## config.mk

```make
export PLATFORM = sky130hd
export DESIGN_NAME = morse_sequencer_flat
export DESIGN_NICKNAME = d
export VERILOG_FILES = /design/src/rtl/morse_sequencer_if.sv /design/src/rtl/morse_sequencer.sv /design/src/flat_wrapper.sv
export SDC_FILE = /design/constraint.sdc
export NUM_CORES = 1
export LEC_CHECK = 0
export BUFFER_PORTS_ARGS = -buffer_cell sky130_fd_sc_hd__buf_2
export CORE_MARGIN = 4
export CORE_UTILIZATION = 55
export DETAILED_ROUTE_END_ITERATION = 10
export GPL_ROUTABILITY_DRIVEN = 0
export GPL_TIMING_DRIVEN = 0
export PLACE_DENSITY = 0.75
export SYNTH_ARGS = -nofsm -noshare
export SYNTH_HDL_FRONTEND = slang
export SYNTH_SLANG_ARGS = --single-unit
```

## constraint.sdc

```tcl
create_clock -name clk -period 2.65 [get_ports clk]
set_clock_uncertainty 0.05 [all_clocks]
set_input_delay 0.265 -clock clk [delete_from_list [all_inputs] [get_ports clk]]
set_output_delay 0.265 -clock clk [all_outputs]
set_load 0.01 [all_outputs]
```

## src/rtl/morse_sequencer_if.sv

```systemverilog
// Character handshake and key-line bundle between the buffer/encoder stage
// and the Morse sequencer. The upstream side drives the character fields;
// the sequencer returns ready, busy and the key line.
interface morse_sequencer_if;
  logic       char_valid;
  logic [2:0] char_len;
  logic [5:0] char_pattern;
  logic       char_space;
  logic       char_ready;
  logic       morse_out;
  logic       busy;

  // Upstream (character buffer / encoder) view
  modport master (
    output char_valid,
    output char_len,
    output char_pattern,
    output char_space,
    input  char_ready,
    input  morse_out,
    input  busy
  );

  // Sequencer view
  modport slave (
    input  char_valid,
    input  char_len,
    input  char_pattern,
    input  char_space,
    output char_ready,
    output morse_out,
    output busy
  );
endinterface

```

## src/rtl/morse_sequencer.sv

```systemverilog
// Morse key-line sequencer.
// Accepts one pre-encoded character (or a word-space request) per handshake
// and plays it out on the key line with ITU timing: dot 1 unit, dash 3,
// symbol gap 1, character gap 3. A word space adds 4 units on top of the
// character gap that already followed the previous character, giving 7.
// All outputs are registered; nothing combinational reaches a port.
module morse_sequencer #(
  parameter logic [23:0] UNIT_COUNT = 24'd10_000_000
) (
  input  logic              clk,
  input  logic              rst,
  morse_sequencer_if.slave  bus
);

  typedef enum logic [2:0] {
    ST_IDLE     = 3'd0,
    ST_MARK     = 3'd1,
    ST_SYM_GAP  = 3'd2,
    ST_CHAR_GAP = 3'd3,
    ST_WORD_GAP = 3'd4
  } state_t;

  // Unit counts for each timed state
  localparam logic [2:0] UNITS_DOT      = 3'd1;
  localparam logic [2:0] UNITS_DASH     = 3'd3;
  localparam logic [2:0] UNITS_SYM_GAP  = 3'd1;
  localparam logic [2:0] UNITS_CHAR_GAP = 3'd3;
  localparam logic [2:0] UNITS_WORD_GAP = 3'd4;
  localparam logic [23:0] LAST_COUNT    = UNIT_COUNT - 24'd1;

  state_t      state_q, state_d;
  logic [23:0] cyc_q, cyc_d;       // cycles elapsed inside the current unit
  logic [2:0]  units_q, units_d;   // units remaining in the current state
  logic [2:0]  idx_q, idx_d;       // index of the symbol being keyed
  logic [5:0]  pat_q, pat_d;       // latched symbol pattern
  logic        morse_q, morse_d;
  logic        ready_q, ready_d;
  logic        busy_q, busy_d;

  logic        xfer_s;
  logic [2:0]  clen_s;
  logic [2:0]  first_idx_s;
  logic [2:0]  next_idx_s;
  logic        tick_s;
  logic        unit_done_s;

  // Duration of a mark for the symbol at position idx of pat.
  // Out-of-range indices cannot occur; they decode as a dot.
  function automatic logic [2:0] mark_units(input logic [5:0] pat,
                                            input logic [2:0] idx);
    logic dash;
    case (idx)
      3'd0:    dash = pat[0];
      3'd1:    dash = pat[1];
      3'd2:    dash = pat[2];
      3'd3:    dash = pat[3];
      3'd4:    dash = pat[4];
      3'd5:    dash = pat[5];
      default: dash = 1'b0;
    endcase
    return dash ? UNITS_DASH : UNITS_DOT;
  endfunction

  // Handshake decode, length clamp and unit-timer terminal count
  always_comb begin
    xfer_s      = bus.char_valid & ready_q;
    clen_s      = (bus.char_len == 3'd7) ? 3'd6 : bus.char_len;
    first_idx_s = clen_s - 3'd1;
    next_idx_s  = idx_q - 3'd1;
    tick_s      = (cyc_q == LAST_COUNT);
    unit_done_s = (state_q != ST_IDLE) && tick_s && (units_q == 3'd1);
  end

  // Next-state logic: sequencing, counter reloads and output decode
  always_comb begin
    state_d = state_q;
    cyc_d   = cyc_q;
    units_d = units_q;
    idx_d   = idx_q;
    pat_d   = pat_q;

    if (state_q == ST_IDLE) begin
      // Counters rest at zero while idle
      cyc_d   = 24'd0;
      units_d = 3'd0;
    end else if (tick_s) begin
      cyc_d   = 24'd0;
      units_d = units_q - 3'd1;
    end else begin
      cyc_d   = cyc_q + 24'd1;
    end

    case (state_q)
      ST_IDLE: begin
        if (xfer_s) begin
          pat_d = bus.char_pattern;
          if (bus.char_space) begin
            state_d = ST_WORD_GAP;
            units_d = UNITS_WORD_GAP;
          end else if (clen_s == 3'd0) begin
            // Empty character: consumed, nothing keyed
            state_d = ST_IDLE;
            units_d = 3'd0;
          end else begin
            state_d = ST_MARK;
            idx_d   = first_idx_s;
            units_d = mark_units(bus.char_pattern, first_idx_s);
          end
          cyc_d = 24'd0;
        end else begin
          state_d = ST_IDLE;
        end
      end

      ST_MARK: begin
        if (unit_done_s) begin
          cyc_d = 24'd0;
          if (idx_q != 3'd0) begin
            state_d = ST_SYM_GAP;
            units_d = UNITS_SYM_GAP;
          end else begin
            state_d = ST_CHAR_GAP;
            units_d = UNITS_CHAR_GAP;
          end
        end else begin
          state_d = ST_MARK;
        end
      end

      ST_SYM_GAP: begin
        if (unit_done_s) begin
          state_d = ST_MARK;
          idx_d   = next_idx_s;
          units_d = mark_units(pat_q, next_idx_s);
          cyc_d   = 24'd0;
        end else begin
          state_d = ST_SYM_GAP;
        end
      end

      ST_CHAR_GAP, ST_WORD_GAP: begin
        if (unit_done_s) begin
          state_d = ST_IDLE;
          units_d = 3'd0;
          cyc_d   = 24'd0;
        end else begin
          state_d = state_q;
        end
      end

      default: begin
        // Unreachable encodings recover to idle
        state_d = ST_IDLE;
        units_d = 3'd0;
        cyc_d   = 24'd0;
      end
    endcase

    // Outputs are decoded from the next state so they register in step
    // with it; an empty character holds ready low for its single cycle.
    morse_d = (state_d == ST_MARK);
    if ((state_q == ST_IDLE) && xfer_s && !bus.char_space && (clen_s == 3'd0)) begin
      ready_d = 1'b0;
    end else begin
      ready_d = (state_d == ST_IDLE);
    end
    busy_d = ~ready_d;
  end

  // State, counter and output registers with asynchronous reset
  always_ff @(posedge clk or posedge rst) begin
    if (rst) begin
      state_q <= ST_IDLE;
      cyc_q   <= 24'd0;
      units_q <= 3'd0;
      idx_q   <= 3'd0;
      pat_q   <= 6'd0;
      morse_q <= 1'b0;
      ready_q <= 1'b1;
      busy_q  <= 1'b0;
    end else begin
      state_q <= state_d;
      cyc_q   <= cyc_d;
      units_q <= units_d;
      idx_q   <= idx_d;
      pat_q   <= pat_d;
      morse_q <= morse_d;
      ready_q <= ready_d;
      busy_q  <= busy_d;
    end
  end

  assign bus.char_ready = ready_q;
  assign bus.morse_out  = morse_q;
  assign bus.busy       = busy_q;

endmodule

```

## src/flat_wrapper.sv

```systemverilog
// flat-port wrapper written by rule: the top's interface ports become plain ports
module morse_sequencer_flat 
#(
  parameter logic [23:0] UNIT_COUNT = 24'd10_000_000
)
  (clk, rst, bus_char_valid, bus_char_len, bus_char_pattern, bus_char_space, bus_char_ready, bus_morse_out, bus_busy);
  morse_sequencer_if bus_i ();
  input  logic clk;
  input  logic rst;
  input wire logic [$bits(bus_i.char_valid)-1:0] bus_char_valid;
  input wire logic [$bits(bus_i.char_len)-1:0] bus_char_len;
  input wire logic [$bits(bus_i.char_pattern)-1:0] bus_char_pattern;
  input wire logic [$bits(bus_i.char_space)-1:0] bus_char_space;
  output wire logic [$bits(bus_i.char_ready)-1:0] bus_char_ready;
  output wire logic [$bits(bus_i.morse_out)-1:0] bus_morse_out;
  output wire logic [$bits(bus_i.busy)-1:0] bus_busy;
  assign bus_i.char_valid = bus_char_valid;
  assign bus_i.char_len = bus_char_len;
  assign bus_i.char_pattern = bus_char_pattern;
  assign bus_i.char_space = bus_char_space;
  assign bus_char_ready = bus_i.char_ready;
  assign bus_morse_out = bus_i.morse_out;
  assign bus_busy = bus_i.busy;
  morse_sequencer #(.UNIT_COUNT(UNIT_COUNT)) u_core (.clk(clk), .rst(rst), .bus(bus_i));
endmodule
```

; After elaboration in Yosys (flattened, before gate mapping)
; Cells that the tools add are included.
[classes]
n_reduce_logical = 18
n_eq_ne = 22
bitwise = 2
n_addsub = 4
mux = 40
[op_table]
columns = op, n
row1 = two-way mux 24 bit, 4
row2 = two-way mux 3 bit, 16
row3 = one-hot mux 24 bit (2 select lines), 1
row4 = adder 24 x 1 -> 24 bit (second input constant), 1
row5 = equality test 24 bit (second input constant), 1
row6 = one-hot mux 3 bit (4 select lines), 2
row7 = equality test 3 x 2 -> 1 bit (second input constant), 6
row8 = equality test 3 bit (second input constant), 6
row9 = equality test 3 x 1 -> 1 bit (second input constant), 5
row10 = logical NOT 3 bit, 5
row11 = one-hot mux 1 bit (6 select lines), 2
row12 = two-way mux 2 bit, 5
row13 = two-way mux 1 bit, 9
row14 = subtractor 3 x 1 -> 3 bit (second input constant), 3
row15 = one-hot mux 3 bit (2 select lines), 1
row16 = nonzero test 3 bit, 2
row17 = logical AND 1 bit, 5
row18 = AND reduction 5 bit, 1
row19 = inequality test 2 x 1 -> 1 bit (second input constant), 2
row20 = inequality test 2 bit (second input constant), 2
row21 = OR reduction 4 bit, 1
row22 = AND reduction 2 bit, 1
row23 = nonzero test 2 bit, 1
row24 = OR reduction 2 bit, 1
row25 = other kinds (3), 3
[word_totals]
out_inout_bits = 3
input_bits = 13
ff_bits = 42

; Longest topological paths before layout
; Gate-level depths: netlist of the first run.
[logic_depth]
word_depth = 14
depth_mapped = 9
depth_no_buf = 9

; Worst setup path after synthesis of the first run
; OpenSTA, ideal clock, no wires.
[synth_path]
path_kind = reg-to-reg
startpoint = register u_core.cyc_q[7]
endpoint = register u_core.busy_q (netlist: u_core.bus.busy)
setup_time_ps = 131
arrival_ps = 1766
required_ps = 2469
path_buffers = 0
synth_period_minus_slack_ps = 1947
setup_slack_ps = 703
stages_incl_launch_ff = 6
cell_sequence = dfrtp_1 or4b_1 nor4_4 nand2_2 o21a_1 or3_1
[synth_via]
elab_chain_len = 8
[synth_lines]
columns = item, line_no
row1 = from (decl), morse_sequencer.sv:32  ; logic [23:0] cyc_q, cyc_d;
row2 = from (signal assigned), morse_sequencer.sv:183  ; cyc_q <= cyc_d;
row3 = equality test 24 bit (*), morse_sequencer.sv:70  ; tick_s = (cyc_q == LAST_COUNT);
row4 = logical AND 1 bit (*) (2 in series), morse_sequencer.sv:71  ; unit_done_s = (state_q != ST_IDLE) && tick_s && (units_q == 3'd1);
row5 = two-way mux 3 bit (tied with other cells), morse_sequencer.sv:142  ; if (unit_done_s) begin
row6 = one-hot mux 3 bit (4 select lines) (*), morse_sequencer.sv:93  ; case (state_q)
row7 = logical NOT 3 bit (*), morse_sequencer.sv:165  ; ready_d = (state_d == ST_IDLE);
row8 = two-way mux 1 bit (*), morse_sequencer.sv:162  ; if ((state_q == ST_IDLE) && xfer_s && !bus.char_space && (clen_s == 3'd0)) begin
row9 = inverter 1 bit (*), morse_sequencer.sv:167  ; busy_d = ~ready_d;
row10 = via u_core.busy_d, morse_sequencer.sv:38  ; logic busy_q, busy_d;
row11 = to (signal assigned), morse_sequencer.sv:189  ; busy_q <= busy_d;
row12 = to (decl), morse_sequencer.sv:38
; Mark *: on every way through the listed nets, which the timed path passes. The rest lies on a longest branch.
; A chain may end at the register's enable or synchronous reset.

; Worst setup path in the final report of the first run
; Ends and elaborated chain as after synthesis.

==> results of run 1 <==
-- cell type report --
type                            instances  area [µm²]  area share (%)
Buffer                                 10        42.5            1.58
Tap cell                               52        65.1            2.41
Sequential cell                        42        1050            39.0
Multi-Input combinational cell        199        1330            49.4
Timing Repair Buffer                   15        75.1            2.78
Clock inverter                          1        5.00           0.185
Clock buffer                            7        86.3            3.20
Inverter                               11        41.3            1.53
-- state kept, by name (all words and copies together) (netlist names) --
name / count
u_core.cyc_q: 24
u_core.pat_q: 6
u_core.bus.busy: 1
u_core.state_q: 3
u_core.bus.morse_out: 1
u_core.idx_q: 3
u_core.units_q: 3
u_core.bus.char_ready: 1
-- cells by family (layout without fill, tap and decap cells) --
| group | Yosys count | in the layout | synth area share (%) |
|---|---|---|---|
| xor+xnor | 23 | 23 | 8.16 |
| fa+ha+maj | 11 | 11 | 5.58 |
| simple gates | 126 | 126 | 28.1 |
| flops | 42 | 42 | 42.6 |
| mux | 10 | 10 | 4.36 |
| buf+inv | 21 | 44 | 3.40 |
| compound gates | 29 | 29 | 7.75 |
-- how the worst max path moves through the flow --
| stage | to | slack (ps) | depth (start not counted) |
|---|---|---|---|
| after CTS | u_core.cyc_q[21]$_DFF_PP0_ | 450 | 6 |
| after floorplan | u_core.bus.busy$_DFF_PP0_ | 700 | 5 |
| after global placement | u_core.cyc_q[8]$_DFF_PP0_ | 490 | 6 |
| final | u_core.bus.busy$_DFF_PP0_ | 440 | 6 |
| after detailed placement | u_core.cyc_q[5]$_DFF_PP0_ | 470 | 6 |
| after global routing | u_core.bus.busy$_DFF_PP0_ | 350 | 7 |
-- per-layer routing --
layer  track usage [%]  routed length (µm)  vias to the layer above
met3              4.01                 251                        5
met1              24.5                2150                      947
li1                  -                   -                      968
met2              34.9                2460                       43
met4              7.31                  51                        0
met5                 0                   0                        -
-- synthesized netlist by cell type (2+ instances only) --
master,number
o211ai_1,3
or3_1,2
and2_1,5
nand3_1,16
ha_1,11
nand4_1,11
nand2b_1,2
a21oi_1,8
mux2i_1,4
and3_1,6
nor4_1,3
clkbuf_1,6
dfrtp_1,41
inv_1,11
nand2_1,19
nor4b_1,2
mux2_2,6
a21o_1,3
nor3_1,4
xor2_1,13
o21ai_0,2
nand3b_1,2
a22oi_1,3
and4_1,3
nor2_1,39
o21ai_1,3
or4b_1,3
xnor2_1,10
buf_2,4
-- worst max-delay path: stages (launching register included) --
cell and delay [ps]:
dfrtp_1 450, nor4b_1 540, and4bb_1 300, and2_1 130, buf_2 190, nor2_1 90
or3_1 350
-- power by group --
| group | switching, mW | leakage (nW) | internal, mW |
|---|---|---|---|
| clock | 0.216 | 0.0482 | 0.210 |
| sequential | 0.0893 | 0.555 | 0.783 |
| combinational | 0.414 | 0.605 | 0.290 |
| total | 0.719 | 1.21 | 1.28 |
-- metrics by stage --
stage | utilization [%] | worst slack, ps | hold WS (ps) | cells | instance area (µm²)
after CTS | 62.0 | 453 | 126 | 337 | 2700
after global placement | 59.9 | 490 | 424 | 329 | 2610
after detailed placement | 59.9 | 467 | 433 | 329 | 2610
after global routing | 62.0 | 353 | 152 | 337 | 2700
final | 62.0 | 440 | 94.6 | 337 | 2700
after floorplan | - | 703 | 348 | 262 | 2470
==> impl_metrics.toml, run 1 <==
[routing]
via_count = 1963
drtIter0Drc = 115
wl_um = 4920
dr.pass1.iters = 4
drc = 0
wl_per_cell_um = 14.6
viasPerCell = 5.82
postRouteAntennaNets = 0

[job]
max_cap_violations = 0

[clock_tree]
htreeDepth = 2
cts_resized = 0
clock-sinks = 42
cts_buffer_depth = 2
cts_post_setup_buffers_inserted = 0
cts_tree = "done"
cts_hold_buf = 0
cts_root_buffer = "clkbuf_8"
clk_pin_slew_ps = 80
cts_buffers = 5
clock_latency_ps = 290

[logic_synthesis]
synth_edf_count = 0
syn_nets = 286
synth_top_cell_by_area = "dfrtp_1"
async_flop_share_pct = 100
synth.top_cell.area_share_pct = 41.6
ys.flop_type = "dfrtp_1"
synth_area_leaders = "dfrtp_1 42%, nor2_1 5.9%, ha_1 5.6%, xor2_1 4.6%, xnor2_1 3.5%"
ys_seq_elements = 42
yosysUniqueCellTypes = 46
ys_seq_area_share_pct = 42.6
syn_inst = 262
syn_area_mm2 = 0.00247
synth_area_per_cell_um2 = 9.42
yosys_warnings = 0

[status]
status = "finished clean"

[layout]
antennaDiodeCount = 0
final_common_cell = "dfrtp_1"
layout.nets = 308
fillers = 388
final_cell_mix = "41 x dfrtp_1, 39 x nor2_1, 19 x nand2_1, 19 x buf_2, 16 x nand3_1"
drive_gt1_share_pct = 14.0
syn_to_final_growth_pct = 9.38

[worst_setup_path]
crit_arrival_ps = 2330
timing.rr.end = "u_core.bus.busy$_DFF_PP0_"
cp_max_fo = 9
worst-r2r-setup-slack_ps = 440
r2r_cells = 6
start_kind = "flip-flop"
r2r-start = "u_core.cyc_q[7]$_DFF_PP0_"
startpoint = "u_core.cyc_q[7]$_DFF_PP0_"
crit_required_ps = 2770
worstSetupEndpointType = "flip-flop"
critical_path_class = "reg -> reg"

[floorplanning]
fp.dieArea_mm2 = 0.00562
die-height_um = 75.0
die_w_um = 75.0
rows = 24
ios = 16
initial_core_util_pct = 56.7
coreArea_mm2 = 0.00435

[power]
power.density_mw_per_mm2 = 741
power.leakage_nw = 1.21
total_power_mw = 2.00
vdd_drop_max_mv = 0.413

[global_routing]
overflow = 0
grt_pass1_vias = 1908
grt_max_degree = 43
grt_pass1_wl_um = 8600
grt_antenna_before_repair = 0
grt_use_total_pct = 20.1

[sta]
drv_slew = 0
grt_setup_unrepaired = "no"
setup_tns_ps = 0
setup_viol = 0
layout_min_cycle_time_ps = 2210
worst_slew_pin_slew_ps = 863
relSlewSlack_pct = 42.4
timing.final.crit_share_pct = 83.4
finalHoldViolCount = 0
fmax_mhz = 452

[placement]
io_buffers = 15
hpwl_um = 3620

[hold_path]
hold_class = "in -> async"
(Power assumes the default switching activity.)
==> inputs of run 2 (changes only) <==
==> constraint.sdc (replaced) <==
create_clock -name clk -period 2.1 [get_ports clk]
set_clock_uncertainty 0.05 [all_clocks]
set_input_delay 0.21 -clock clk [delete_from_list [all_inputs] [get_ports clk]]
set_output_delay 0.21 -clock clk [all_outputs]
set_load 0.01 [all_outputs]
==> impl_metrics.toml, run 2 (same netlist as run 1, synthesis figures left out) <==
[sta]
relSlewSlack_pct = 42.5
finalHoldViolCount = 0
setup_viol = 0
setup_ws_ps = 45.9
drv_slew = 0
layout_min_cycle_time_ps = 2050
fmax_mhz = 487
fin_hold_ws_ps = 40.9
timing.final.crit_share_pct = 97.8
setup_tns_ps = 0
worst_slew_pin_slew_ps = 862

[layout]
largest_registers = "u_core.cyc_q: 24 flops, u_core.pat_q: 6 flops"
drive_gt1_share_pct = 21.0
antennaDiodeCount = 0
largest-register = "u_core.cyc_q"
layout.nets = 318
largest_reg_flops = 24
syn_to_final_growth_pct = 15.8
final_common_cell = "nor2_1"
final_cell_mix = "39 x nor2_1, 38 x dfrtp_1, 19 x nand2_1, 16 x buf_2, 15 x nand3_1"

[floorplanning]
die-height_um = 75.0
initial_core_util_pct = 56.7
die_w_um = 75.0
ios = 16
coreArea_mm2 = 0.00435
fp.dieArea_mm2 = 0.00562
rows = 24

[routing]
drc = 0
postRouteAntennaNets = 0
via_count = 2002
wl_per_cell_um = 14.6
viasPerCell = 5.77
dr.pass1.iters = 4
drtIter0Drc = 99
wl_um = 5070

[clock_tree]
cts_hold_buf = 0
clock-sinks = 42
htreeDepth = 2
cts_root_buffer = "clkbuf_8"
clk_pin_slew_ps = 80
cts_tree = "done"
cts_buffers = 5
cts_buffer_depth = 2
clock_latency_ps = 290

[status]
status = "finished clean"

[power]
power.leakage_nw = 1.29
total_power_mw = 2.60
vdd_drop_max_mv = 0.523
power.density_mw_per_mm2 = 911

[worst_setup_path]
worstSetupEndpointType = "flip-flop"
critical_path_class = "reg -> reg"
crit_arrival_ps = 2180
crit_required_ps = 2220
cp_max_fo = 9
start_kind = "flip-flop"

[hold_path]
hold_class = "in -> async"

[placement]
io_buffers = 15
hpwl_um = 3620
dp_slack_ps = -82.8

[global_routing]
overflow = 0
grt_use_total_pct = 20.6
grt_antenna_before_repair = 0
grt_pass1_vias = 1955
grt_max_degree = 43
grt_pass1_wl_um = 8800

[job]
max_cap_violations = 0
[run 2: stage by stage]
step | area [µm²] | cells | utilization, %
CTS | 2780 | 343 | 63.8
detailed placement | 2610 | 329 | 59.9
global route | 2860 | 347 | 65.6
floorplan | 2470 | 262 | -
global placement | 2610 | 329 | 59.9
finish | 2860 | 347 | 65.6
[run 2: power by group]
group          switching [mW]  internal [mW]
clock network           0.272          0.265
registers               0.145          0.988
logic                   0.517          0.416
total                   0.934           1.67
[run 2: final timing paths]
kind | start | endpoint | slack, ps | cells after the start
min | rst | u_core.cyc_q[1]$_DFF_PP0_ | 40 | 2
max reg2reg | u_core.cyc_q[7]$_DFF_PP0_ | u_core.bus.busy$_DFF_PP0_ | 50 | 7
max in group asynchronous | rst | u_core.cyc_q[18]$_DFF_PP0_ | 1360 | 2
min reg2reg | u_core.pat_q[2]$_DFFE_PP0P_ | u_core.pat_q[2]$_DFFE_PP0P_ | 460 | 1
max | u_core.cyc_q[7]$_DFF_PP0_ | u_core.bus.busy$_DFF_PP0_ | 50 | 7
min in group clk | bus_char_pattern[5] | u_core.pat_q[5]$_DFFE_PP0P_ | 110 | 2
[run 2: final cells by class]
type / instances / area (µm²)
Tap cell: 52 / 65.1
Buffer: 9 / 46.3
Clock inverter: 1 / 5.00
Clock buffer: 7 / 86.3
Multi-Input combinational cell: 199 / 1400
Timing Repair Buffer: 26 / 158
Sequential cell: 42 / 1060
Inverter: 11 / 41.3
Fill cell: 357 / 1500
[run 2: repair_timing]
| action | 4_1_cts | 5_1_grt |
|---|---|---|
| gates resized for setup | 7 | 11 |
| endpoints found under the setup margin | 22 | 25 |
| setup buffers | 6 | 5 |
| pin swaps | 4 | 3 |
[run 2: per-layer routing]
metal  wire length (µm)  global-route usage (%)  part of all wire, %  vias up
met1               2230                    24.9                   44      965
met5                  0                       0                    0        -
li1                   -                       -                    -      989
met4                 80                    8.50                  1.6        0
met2               2550                    35.6                   50       39
met3                206                    4.14                  4.1        9
[run 2: worst max-delay path, cell delays in order (launching register included)]
cell and delay, ps:
dfrtp_2 430, buf_4 170, nor4b_4 310, and4bb_1 260, and2_1 130, clkbuf_4 180, nor2_1 70, or3_1 350
==> inputs of run 3 (changes only) <==
--- a/config.mk
+++ b/config.mk
@@ -11,7 +11,8 @@
 export DETAILED_ROUTE_END_ITERATION = 10
 export GPL_ROUTABILITY_DRIVEN = 0
 export GPL_TIMING_DRIVEN = 0
-export PLACE_DENSITY = 0.75
+export PLACE_DENSITY = 0.73
+export SLEW_MARGIN = 20
 export SYNTH_ARGS = -nofsm -noshare
 export SYNTH_HDL_FRONTEND = slang
 export SYNTH_SLANG_ARGS = --single-unit
==> impl_metrics.toml, run 3 (same netlist as run 1, synthesis figures left out) <==
[placement]
dp.cells = 330
dp_slack_ps = -116
hpwl_um = 3670
io_buffers = 15
placed_cell_area_mm2 = 0.00264

[worst_setup_path]
crit_required_ps = 2230
critical_path_class = "reg -> reg"
slowest_stage = "or4b_4"
cp_max_fo = 5
start_kind = "flip-flop"
crit_path_cell_trace = "or4b_4, nor3_4, nand2_2, o21a_1, or3_1"
worstSetupEndpointType = "flip-flop"
crit_arrival_ps = 2180
slowest_delay_ps = 560

[routing]
viasPerCell = 5.73
wl_um = 5140
drc = 0
drtIter0Drc = 86
dr.pass1.iters = 4
postRouteAntennaNets = 0
wl_per_cell_um = 14.8
via_count = 1994

[global_routing]
grt_antenna_before_repair = 0
grt_pass1_wl_um = 8420
grt_max_degree = 23
overflow = 0
grt_use_total_pct = 19.7
grt_pass1_vias = 1829

[status]
status = "finished clean"

[floorplanning]
rows = 24
coreArea_mm2 = 0.00435
die-height_um = 75.0
die_w_um = 75.0
ios = 16
fp.dieArea_mm2 = 0.00562
initial_core_util_pct = 56.7

[layout]
largest_registers = "u_core.cyc_q: 24 flops, u_core.pat_q: 6 flops"
fillers = 356
antennaDiodeCount = 0
largest-register = "u_core.cyc_q"
largest_reg_flops = 24
syn_to_final_growth_pct = 17.9
layout.nets = 319
drive_gt1_share_pct = 20.9
design_area_mm2 = 0.00291
final_cell_mix = "39 x nor2_1, 39 x dfrtp_1, 19 x nand2_1, 16 x buf_2, 15 x nand3_1"
finalNonFillerCells = 348

[sta]
relSlewSlack_pct = 67.3
setup_tns_ps = 0
drv_slew = 0
setup_ws_ps = 41.8
setup_viol = 0
timing.final.crit_share_pct = 98.0
finalHoldViolCount = 0
fmax_mhz = 486
fin_hold_ws_ps = 113
worst_slew_pin_slew_ps = 490
layout_min_cycle_time_ps = 2060
grt_setup_unrepaired = "yes"

[power]
p_sw_mw = 0.968
seqPwrFrac_pct = 40.9
p_int_mw = 1.75
power.density_mw_per_mm2 = 934
clkPwrFrac_pct = 23.6
vdd_drop_max_mv = 0.643
p_sw_share_pct = 35.6
power.leakage_nw = 1.32
combPwrFrac_pct = 35.5

[clock_tree]
htreeDepth = 2
cts_root_buffer = "clkbuf_8"
clk_pin_slew_ps = 80
cts_tree = "done"
clock-sinks = 42
cts_buffers = 5
cts_buffer_depth = 2
clock_latency_ps = 300

[hold_path]
hold_class = "in -> reg"

[job]
max_cap_violations = 0
## run 3: cell types whose count changed in the layout (fill, tap and decap cells not counted), sizes merged
cell         change
buf              -1
bufinv           +1
clkinv           -1
clkinvlp         +1
dlygate4sd3      +1
## run 3: path summary, 6_finish.rpt
kind,to,from,slack (ps),depth (start not counted)
max in group asynchronous,u_core.bus.char_ready$_DFF_PP1_,rst,1010,4
hold / removal,u_core.pat_q[3]$_DFFE_PP0P_,bus_char_pattern[3],110,2
setup / recovery,u_core.bus.busy$_DFF_PP0_,u_core.cyc_q[8]$_DFF_PP0_,40,5
hold reg to reg,u_core.pat_q[2]$_DFFE_PP0P_,u_core.pat_q[2]$_DFFE_PP0P_,460,1
min in group asynchronous,u_core.cyc_q[11]$_DFF_PP0_,rst,440,3
setup reg to reg,u_core.bus.busy$_DFF_PP0_,u_core.cyc_q[8]$_DFF_PP0_,40,5
## run 3: metal layers
| metal | GRT usage, % | wire length, µm | up-vias |
|---|---|---|---|
| met1 | 25.2 | 2290 | 946 |
| met2 | 33.8 | 2550 | 50 |
| li1 | - | - | 988 |
| met5 | 0 | 0 | - |
| met4 | 5.53 | 74 | 0 |
| met3 | 4.01 | 225 | 10 |
## run 3: critical path: cells and delay by family, from the launching register on
kind | cells | cell delay [ps]
AND/OR/NAND/NOR | 4 | 1250
flip-flops | 1 | 430
AO/OA/AOI/OAI | 1 | 210
## run 3: area by class of cell
cell class / instances / area [µm²] / share of cell area [%]
buffer: 10 / 50.0 / 1.72
clock buffer: 6 / 72.6 / 2.49
clock inverter: 2 / 37.5 / 1.29
inverter: 11 / 41.3 / 1.42
multi-input combinational: 199 / 1410 / 48.4
sequential: 42 / 1050 / 36.2
tap: 52 / 65.1 / 2.24
timing repair buffer: 26 / 180 / 6.19
## run 3: timing repair
action | CTS | global route
setup endpoints to repair | 22 | 24
setup buffers | 4 | 5
hold buffers | 1 | 0
endpoints found under the hold margin | 21 | 0
pin swaps | 4 | 4
resized for setup | 7 | 12
## run 3: power groups by stage
stage | registers (mW) | logic (mW) | clock network, mW
floorplan | 1.10 | 0.667 | 0
global placement | 1.11 | 0.880 | 0
detailed placement | 1.11 | 0.909 | 0
CTS | 1.10 | 0.942 | 0.651
global route | 1.13 | 1.08 | 0.668
finish | 1.11 | 0.966 | 0.640
## run 3: stage by stage
stage	utilization [%]	total power, mW
after detailed placement	60.5	2.02
after global placement	59.9	1.99
after global routing	66.8	2.88
after floorplan	-	1.77
final	66.8	2.72
after CTS	64.8	2.70
